[src/rtl/alu_seq_if.sv]
// Request/result bus between the decode/control unit and the execute-stage ALU.
interface alu_seq_if #(
   parameter int unsigned DATAWIDTH = 32
);
   logic                 in_valid;
   logic                 in_ready;
   logic [3:0]           ALUctrl;
   logic                 ALUsrc;
   logic [DATAWIDTH-1:0] ALUop1;
   logic [DATAWIDTH-1:0] regOp2;
   logic [DATAWIDTH-1:0] ImmOp;
   logic [DATAWIDTH-1:0] ALUout;
   logic                 EQ;
   logic                 out_valid;

   modport master (
      output in_valid, ALUctrl, ALUsrc, ALUop1, regOp2, ImmOp,
      input  in_ready, ALUout, EQ, out_valid
   );

   modport slave (
      input  in_valid, ALUctrl, ALUsrc, ALUop1, regOp2, ImmOp,
      output in_ready, ALUout, EQ, out_valid
   );
endinterface

[src/rtl/alu_seq.sv]
// Execute-stage ALU: single-cycle RV32I integer ops plus iterative unsigned
// multiply/divide sharing one double-width accumulator, behind valid/ready.
module alu_seq #(
   parameter int unsigned DATAWIDTH = 32,
   parameter bit          MULDIV_EN = 1'b1
) (
   input  logic       clk,
   input  logic       rst,
   alu_seq_if.slave   bus
);
   localparam int unsigned W   = DATAWIDTH;
   localparam int unsigned SHW = $clog2(DATAWIDTH);
   localparam int unsigned CW  = $clog2(DATAWIDTH);
   localparam logic [CW-1:0] CNT_LAST = CW'(DATAWIDTH - 1);

   localparam logic [3:0] OP_ADD   = 4'b0000;
   localparam logic [3:0] OP_SUB   = 4'b0001;
   localparam logic [3:0] OP_AND   = 4'b0010;
   localparam logic [3:0] OP_OR    = 4'b0011;
   localparam logic [3:0] OP_XOR   = 4'b0100;
   localparam logic [3:0] OP_SLT   = 4'b0101;
   localparam logic [3:0] OP_SLTU  = 4'b0110;
   localparam logic [3:0] OP_SLL   = 4'b0111;
   localparam logic [3:0] OP_SRL   = 4'b1000;
   localparam logic [3:0] OP_SRA   = 4'b1001;
   localparam logic [3:0] OP_MUL   = 4'b1010;
   localparam logic [3:0] OP_MULHU = 4'b1011;
   localparam logic [3:0] OP_DIVU  = 4'b1100;
   localparam logic [3:0] OP_REMU  = 4'b1101;

   typedef enum logic [1:0] {ST_IDLE, ST_MUL, ST_DIV} state_e;

   state_e          state_q, state_d;
   logic [CW-1:0]   cnt_q, cnt_d;
   logic [2*W-1:0]  acc_q, acc_d;
   logic [W-1:0]    opb_q, opb_d;
   logic            hi_sel_q, hi_sel_d;
   logic            eq_pend_q, eq_pend_d;
   logic [W-1:0]    alu_out_q, alu_out_d;
   logic            eq_q, eq_d;
   logic            out_valid_q, out_valid_d;
   logic            in_ready_q, in_ready_d;

   logic [W-1:0]    op1, op2, single_res;
   logic [SHW-1:0]  shamt;
   logic            accept, eq_now, is_mul, is_div, op2_zero;
   logic [W:0]      mul_sum, div_shift, div_diff;
   logic            div_ge;
   logic [2*W-1:0]  mul_next, div_next;

   assign op1      = bus.ALUop1;
   assign op2      = bus.ALUsrc ? bus.ImmOp : bus.regOp2;
   assign shamt    = op2[SHW-1:0];
   assign eq_now   = (op1 == op2);
   assign op2_zero = (op2 == '0);
   assign accept   = bus.in_valid && in_ready_q;
   assign is_mul   = MULDIV_EN && ((bus.ALUctrl == OP_MUL) || (bus.ALUctrl == OP_MULHU));
   assign is_div   = MULDIV_EN && ((bus.ALUctrl == OP_DIVU) || (bus.ALUctrl == OP_REMU));

   // Single-cycle result; DIVU/REMU entries only matter for a zero divisor.
   always_comb begin
      single_res = '0;
      case (bus.ALUctrl)
         OP_ADD:  single_res = op1 + op2;
         OP_SUB:  single_res = op1 - op2;
         OP_AND:  single_res = op1 & op2;
         OP_OR:   single_res = op1 | op2;
         OP_XOR:  single_res = op1 ^ op2;
         OP_SLT:  single_res = W'($signed(op1) < $signed(op2));
         OP_SLTU: single_res = W'(op1 < op2);
         OP_SLL:  single_res = op1 << shamt;
         OP_SRL:  single_res = op1 >> shamt;
         OP_SRA:  single_res = W'($signed(op1) >>> shamt);
         OP_DIVU: if (MULDIV_EN) single_res = '1;
         OP_REMU: if (MULDIV_EN) single_res = op1;
         default: single_res = '0;
      endcase
   end

   // Shift-add step: acc = {partial high, remaining multiplier bits}.
   assign mul_sum  = {1'b0, acc_q[2*W-1:W]} + (acc_q[0] ? {1'b0, opb_q} : {(W+1){1'b0}});
   assign mul_next = {mul_sum, acc_q[W-1:1]};

   // Restoring step: acc = {remainder, dividend bits shifting into quotient}.
   assign div_shift = {acc_q[2*W-1:W], acc_q[W-1]};
   assign div_diff  = div_shift - {1'b0, opb_q};
   assign div_ge    = !div_diff[W];
   assign div_next  = {(div_ge ? div_diff[W-1:0] : div_shift[W-1:0]), acc_q[W-2:0], div_ge};

   always_comb begin
      state_d     = state_q;
      cnt_d       = cnt_q;
      acc_d       = acc_q;
      opb_d       = opb_q;
      hi_sel_d    = hi_sel_q;
      eq_pend_d   = eq_pend_q;
      alu_out_d   = alu_out_q;
      eq_d        = eq_q;
      out_valid_d = 1'b0;
      case (state_q)
         ST_IDLE: begin
            if (accept) begin
               eq_pend_d = eq_now;
               cnt_d     = '0;
               if (is_mul) begin
                  state_d  = ST_MUL;
                  opb_d    = op1;
                  acc_d    = {{W{1'b0}}, op2};
                  hi_sel_d = (bus.ALUctrl == OP_MULHU);
               end else if (is_div && !op2_zero) begin
                  state_d  = ST_DIV;
                  opb_d    = op2;
                  acc_d    = {{W{1'b0}}, op1};
                  hi_sel_d = (bus.ALUctrl == OP_REMU);
               end else begin
                  alu_out_d   = single_res;
                  eq_d        = eq_now;
                  out_valid_d = 1'b1;
               end
            end
         end
         ST_MUL: begin
            acc_d = mul_next;
            cnt_d = cnt_q + CW'(1);
            if (cnt_q == CNT_LAST) begin
               state_d     = ST_IDLE;
               cnt_d       = '0;
               alu_out_d   = hi_sel_q ? mul_next[2*W-1:W] : mul_next[W-1:0];
               eq_d        = eq_pend_q;
               out_valid_d = 1'b1;
            end
         end
         ST_DIV: begin
            acc_d = div_next;
            cnt_d = cnt_q + CW'(1);
            if (cnt_q == CNT_LAST) begin
               state_d     = ST_IDLE;
               cnt_d       = '0;
               alu_out_d   = hi_sel_q ? div_next[2*W-1:W] : div_next[W-1:0];
               eq_d        = eq_pend_q;
               out_valid_d = 1'b1;
            end
         end
         default: state_d = ST_IDLE;
      endcase
      in_ready_d = (state_d == ST_IDLE);
   end

   always_ff @(posedge clk) begin
      if (rst) begin
         state_q     <= ST_IDLE;
         cnt_q       <= '0;
         acc_q       <= '0;
         opb_q       <= '0;
         hi_sel_q    <= 1'b0;
         eq_pend_q   <= 1'b0;
         alu_out_q   <= '0;
         eq_q        <= 1'b0;
         out_valid_q <= 1'b0;
         in_ready_q  <= 1'b1;
      end else begin
         state_q     <= state_d;
         cnt_q       <= cnt_d;
         acc_q       <= acc_d;
         opb_q       <= opb_d;
         hi_sel_q    <= hi_sel_d;
         eq_pend_q   <= eq_pend_d;
         alu_out_q   <= alu_out_d;
         eq_q        <= eq_d;
         out_valid_q <= out_valid_d;
         in_ready_q  <= in_ready_d;
      end
   end

   assign bus.ALUout    = alu_out_q;
   assign bus.EQ        = eq_q;
   assign bus.out_valid = out_valid_q;
   assign bus.in_ready  = in_ready_q;
endmodule
[src/flat_wrapper.sv]
// flat-port wrapper written by rule: the top's interface ports become plain ports
module alu_seq_flat 
#(
   parameter int unsigned DATAWIDTH = 32,
   parameter bit          MULDIV_EN = 1'b1
)
  (clk, rst, bus_in_valid, bus_ALUctrl, bus_ALUsrc, bus_ALUop1, bus_regOp2, bus_ImmOp, bus_in_ready, bus_ALUout, bus_EQ, bus_out_valid);
  alu_seq_if #(.DATAWIDTH(DATAWIDTH)) bus_i ();
  input  logic clk;
  input  logic rst;
  input wire logic [$bits(bus_i.in_valid)-1:0] bus_in_valid;
  input wire logic [$bits(bus_i.ALUctrl)-1:0] bus_ALUctrl;
  input wire logic [$bits(bus_i.ALUsrc)-1:0] bus_ALUsrc;
  input wire logic [$bits(bus_i.ALUop1)-1:0] bus_ALUop1;
  input wire logic [$bits(bus_i.regOp2)-1:0] bus_regOp2;
  input wire logic [$bits(bus_i.ImmOp)-1:0] bus_ImmOp;
  output wire logic [$bits(bus_i.in_ready)-1:0] bus_in_ready;
  output wire logic [$bits(bus_i.ALUout)-1:0] bus_ALUout;
  output wire logic [$bits(bus_i.EQ)-1:0] bus_EQ;
  output wire logic [$bits(bus_i.out_valid)-1:0] bus_out_valid;
  assign bus_i.in_valid = bus_in_valid;
  assign bus_i.ALUctrl = bus_ALUctrl;
  assign bus_i.ALUsrc = bus_ALUsrc;
  assign bus_i.ALUop1 = bus_ALUop1;
  assign bus_i.regOp2 = bus_regOp2;
  assign bus_i.ImmOp = bus_ImmOp;
  assign bus_in_ready = bus_i.in_ready;
  assign bus_ALUout = bus_i.ALUout;
  assign bus_EQ = bus_i.EQ;
  assign bus_out_valid = bus_i.out_valid;
  alu_seq #(.DATAWIDTH(DATAWIDTH), .MULDIV_EN(MULDIV_EN)) u_core (.clk(clk), .rst(rst), .bus(bus_i));
endmodule
[config.mk]
export PLATFORM = sky130hd
export DESIGN_NAME = alu_seq_flat
export DESIGN_NICKNAME = d
export VERILOG_FILES = /design/src/rtl/alu_seq_if.sv /design/src/rtl/alu_seq.sv /design/src/flat_wrapper.sv
export SDC_FILE = /design/constraint.sdc
export NUM_CORES = 1
export LEC_CHECK = 0
export CORE_ASPECT_RATIO = 0.8
export CORE_MARGIN = 5
export CORE_UTILIZATION = 37
export CTS_BUF_LIST = sky130_fd_sc_hd__clkbuf_2
export DETAILED_ROUTE_END_ITERATION = 7
export HOLD_SLACK_MARGIN = 0.12
export PLACE_DENSITY = 0.64
export SYNTH_ARGS = -nofsm -noshare
export SYNTH_HDL_FRONTEND = slang
export SYNTH_SLANG_ARGS = --single-unit
[constraint.sdc]
create_clock -name clk -period 9.2 [get_ports clk]
set_input_delay 0.92 -clock clk [delete_from_list [all_inputs] [get_ports clk]]
set_output_delay 0.92 -clock clk [all_outputs]
set_load 0.01 [all_outputs]
---- Yosys cells after proc, flatten, opt, wreduce, memory -nomap -nowiden ----
Index checks and enable logic that the tools add are counted.
word-level totals
  word-level logic and storage cells ...... 105
  register bits ........................... 140
  output and inout port bits .............. 35
cells by class
  $lt $le $gt $ge ......................... 2
  bitwise logic cells ..................... 3
  add/sub/neg operators ................... 5
  reductions and logical operators ........ 20
  shift-type cells ........................ 3
  equal/unequal tests ..................... 24
  multiplexer cells ....................... 38
operators by type and width
  kind                                                  count
  two-way mux 32 bit                                    12
  one-hot mux 32 bit (12 select lines)                  1
  two-way mux 64 bit                                    3
  one-hot mux 64 bit (3 select lines)                   1
  one-hot mux 32 bit (3 select lines)                   1
  less-than comparator 32 bit                           2
  adder 32 x 33 -> 33 bit                               1
  subtractor 33 x 32 -> 33 bit                          1
  adder 32 bit                                          1
  AND 32 bit                                            1
  equality test 32 bit                                  1
  logical NOT 32 bit                                    1
  OR 32 bit                                             1
  left shift 32 x 5 -> 32 bit                           1
  >> shifter 32 x 5 -> 32 bit                           1
  >>> shifter 32 x 5 -> 32 bit                          1
  subtractor 32 bit                                     1
  XOR 32 bit                                            1
  equality test 4 bit (second input constant)           6
  equality test 4 x 3 -> 1 bit (second input constant)  4
  two-way mux 1 bit                                     10
  two-way mux 5 bit                                     2
  one-hot mux 5 bit (2 select lines)                    1
  equality test 4 x 2 -> 1 bit (second input constant)  2
  other kinds (23)                                      38

---- Longest topological paths before layout ----
  word-level depth ........................ 9
  gate-level depth with buffers ........... 20

---- Worst setup path after synthesis ----
OpenSTA, ideal clock, no wires.
  path type ............................... input -> register
  start ................................... input bus_ALUsrc
  end ..................................... register u_core.alu_out_q[19], in the netlist u_core.bus.ALUout[19]
  arrival ................................. 4.892 ns
  setup slack ............................. 4.186 ns
  path buffers ............................ 5
  stages .................................. 16
  cells stage by stage .................... buf_6 -> buf_6 -> clkbuf_1 -> clkbuf_1 -> mux2i_1 -> ha_1 -> clkbuf_1 -> a2111oi_0 -> o21ai_0 -> and3_1 -> o2111ai_1 -> nand2_1 -> a221o_1 -> a211oi_1 -> o22ai_1 -> a311o_1
between the ends
  word-level cells in the longest chain between the ends .. 7
  elaborated cells between the ends (all ways) .. 19
  those cells by class .................... add/sub: 2; eq/ne: 1; shift: 3; mux: 6; bitwise: 3; reduce/logical: 4
RTL lines
  item                                             RTL line            text
  start: declaration                               flat_wrapper.sv:13  input wire logic [$bits(bus_i.ALUsrc)-1:0] bus_ALUsrc;
  two-way mux 32 bit (*)                           alu_seq.sv:52       assign op2 = bus.ALUsrc ? bus.ImmOp : bus.regOp2;
  subtractor 32 bit, or another cell as far along  alu_seq.sv:65       OP_SUB: single_res = op1 - op2;
  one-hot mux 32 bit (12 select lines)             alu_seq.sv:63       case (bus.ALUctrl)
  two-way mux 32 bit                               alu_seq.sv:110      end else if (is_div && !op2_zero) begin
  two-way mux 32 bit                               alu_seq.sv:105      if (is_mul) begin
  two-way mux 32 bit                               alu_seq.sv:102      if (accept) begin
  one-hot mux 32 bit (3 select lines)              alu_seq.sv:100      case (state_q)
  end signal: assignment                           alu_seq.sv:168      alu_out_q <= alu_out_d;
  end: declaration                                 alu_seq.sv:39       logic [W-1:0] alu_out_q, alu_out_d;
Every way passes the cells marked *; elsewhere a longest branch is shown, timed or not. The select of a mux whose other input is x is not followed.
A chain may end at the register's enable or synchronous reset.

---- Worst setup path after layout ----
  start ................................... input bus_ALUsrc
  end ..................................... register u_core.alu_out_q[30], in the netlist u_core.bus.ALUout[30]
Same word-level chain as after synthesis.

==> impl_metrics.tcl <==
set metrics [dict create \
    grt_pass1_wl_um 155000 \
    nFillCells 6194 \
    synth_edf_count 0 \
    antenna_left 0 \
    ys.flop_type "dfxtp_1" \
    synthArstFlopShare_pct 0 \
    io_buffers 138 \
    cp_top_family "compound AO/OA/AOI/OAI gates" \
    drv_cap 0 \
    tightest_slew_ps 1360 \
    final_cells 3875 \
    hold_viol_final 0 \
    powerDensity_nw_per_um2 108 \
    fin_tns_setup_ps 0 \
    synth_top_family_by_area "compound AO/OA/AOI/OAI gates" \
    slowest_delay_ps 1140 \
    crit_chain "buf_2 -> buf_4 -> mux2i_1 -> ha_1 -> nor4_1 -> o21ai_1 -> a31o_2 -> a31oi_1 -> a31oi_1 -> o311a_1 -> o21ai_0 -> o311ai_0 -> a32o_1" \
    routabilityCongestion 1.09 \
    synth_nets 3408 \
    nets 3374 \
    cts-root-buf "clkbuf_2" \
    grt_pass1_vias 23116 \
    r2r_start "u_core.acc_q[31]$_SDFFE_PP0P_" \
    synth_cell_type_count 95 \
    internal_power_mw 1.31 \
    routed_wl_um 106000 \
    p_clk_share_pct 15.4 \
    cellLeakagePower_nw 9.33 \
    slew_headroom_pct 6.90 \
    dp_cells 3841 \
    seqCellArea_um2 2800 \
    clockBufferDepth 2 \
    fin_ws_ps 3220 \
    period_share_pct 65.0 \
    p_seq_share_pct 26.8 \
    wl_per_cell_um 27.4 \
    final_util_pct 41.2 \
    cts_sinks 140 \
    synthMuxAreaShare_pct 11.5 \
    ys_ff_latch 140 \
    layout_common_cells "nand2_1 (325), a21oi_1 (319), nor2_1 (298), o21ai_0 (243), ha_1 (172)" \
    finalCriticalPeriod_ps 5980 \
    syn_avg_cell_area_um2 7.03 \
    pre_cts_ws_ps 2600 \
    clkLatencyLatePin_ps 820 \
    power_mw 2.61 \
    die_area_um2 64300 \
    rsz0062_at_grt "false" \
    skew_ps 45.6 \
    arrival_ps 6720 \
    num_rows 79 \
    antenna_found_initial 5 \
    crit_top_cell "a31oi_1" \
    post_cts_buffers 0 \
    combPwrFrac_pct 57.8 \
    setup_viol_count_final 0 \
    synth_area_um2 22000 \
    drive_above_1_share_pct 7.44 \
    drv_slew 0 \
    drcViolationCount 0 \
    place_hpwl_um 81200 \
    crit_buf_inv 2 \
    outcome "completed" \
    synth_fa_ha_area_share_pct 10.3 \
    clkTransAtPathRegs_ps 250 \
    numCtsBuffers 17 \
    whs_ps 484 \
    grt_max_degree 69 \
    synth_cells 3125 \
    vias 25910 \
    first_pass_iters 6 \
    vdd_drop_max_mv 0.0683 \
    synth_xor_area_share_pct 2.63 \
    start_util_pct 37.6 \
    grt_overflow 0 \
    layout_commonest_cell "nand2_1" \
    synth_compound_area_share_pct 35.5 \
    slowest_stage "mux2i_1" \
    io_pins 139 \
    yosysWarnings 0 \
    layout-area-overhead-vs-synth_pct 9.69 \
    crit_required_ps 9940 \
    crit_path_max_fanout 23 \
    critPathLaunchType "input pin" \
    fmax_mhz 167 \
    cp-end-kind "register" \
    hp-start "u_core.opb_q[23]$_SDFFE_PP0P_" \
    avgViaCountPerCell 6.69 \
    drt-initial-drc-count 4151 \
    fin_area_um2 24100 \
    cts_tree "done" \
    postPlaceCellArea_um2 23800 \
    swShare_pct 50.0 \
    synth_simple_gate_area_share_pct 19.5 \
    p_switching_mw 1.30 \
    yosysSeqAreaShare_pct 12.8 \
    multi_input_area_um2 17600 \
    grtUsageTotal_pct 31.2 \
    die_h_um 228 \
    ctsHoldBuffers 0 \
    cts-resized-gates 0 \
    h-tree-depth 4 \
    startpoint "bus_ALUsrc" \
    core-area_um2 58400 \
    worst_hold_path_type "reg -> reg" \
    dieWidth_um 282 \
    regToRegSetupSlack_ps 4350 \
    worstSetupPathType "in -> reg" \
]
==> registers in the layout, indices dropped and copies added, names as in the netlist, 2 cells and up <==
register / cells
u_core.acc_q: 64
u_core.bus.ALUout: 32
u_core.opb_q: 32
u_core.cnt_q: 5
u_core.state_q: 2
==> layout make-up <==
cell class / instances / share of cell area (%)
tap: 769 / 4.00
multi-input combinational: 2569 / 73.0
sequential: 140 / 11.6
timing repair buffer: 208 / 7.87
clock buffer: 17 / 0.353
antenna: 2 / 0.0208
inverter: 155 / 2.44
clock inverter: 15 / 0.686
==> cells by family (layout without fill, tap and decap cells) <==
kind of cell             Yosys count  in the layout
adder cells (fa/ha/maj)          179            179
XOR/XNOR                          66             66
other                              0              2
buffers and inverters            416            395
flip-flops                       140            140
AND/OR/NAND/NOR                  950            950
AO/OA/AOI/OAI                   1190           1190
multiplexers                     184            184
==> worst reg2reg max path, delay by kind of cell, from the launching register on <==
family | cells | cell delay [ps]
adders and majority gates | 2 | 740
buffers and inverters | 2 | 300
muxes | 1 | 430
and+or+nand+nor | 1 | 510
AOI/OAI and AO/OA | 8 | 2380
DFF | 1 | 420
==> synth_stat cells, types with 26 or more instances <==
cell	count	share of area (%)
a22o_1	29	1.2
o21ai_0	243	5.5
xnor2_1	43	1.7
mux4_2	51	5.2
clkbuf_1	197	3.4
inv_1	149	2.5
o21bai_1	26	0.89
nand2_1	326	5.6
and2_1	41	1.2
a21oi_1	320	7.3
nor3_1	61	1.4
o221ai_1	27	1.1
a21o_1	47	1.6
buf_2	31	0.71
nand4_1	26	0.74
nor2_1	300	5.1
o211ai_1	79	2.7
mux2i_1	113	5.2
a31oi_1	63	1.8
nand3_1	64	1.5
a211oi_1	93	3.2
dfxtp_1	140	13
ha_1	175	10
==> path summary, 6_finish.rpt <==
path | endpoint | cells past startpoint
max | u_core.bus.ALUout[30]$_SDFFE_PP0P_ | 13
min | u_core.opb_q[23]$_SDFFE_PP0P_ | 2
max reg2reg | u_core.bus.ALUout[11]$_SDFFE_PP0P_ | 14
min reg2reg | u_core.opb_q[23]$_SDFFE_PP0P_ | 2
==> power by group through the flow <==
stage	Clock, mW	Combinational, mW	Sequential (mW)
final	0.402	1.51	0.701
after global routing	0.431	1.59	0.703
after CTS	0.403	1.45	0.698
after detailed placement	0	1.45	0.710
after global placement	0	1.45	0.710
after floorplan	0	0.935	0.693
==> metal layers <==
metal	up-vias	track usage [%]	part of all wire, %
met5	-	0	0.053
met4	8	10.0	3.9
met3	239	9.39	14
met2	1827	42.4	39
met1	12257	46.5	43
li1	11579	-	-
No activity file was read; power rests on OpenSTA's default activity.
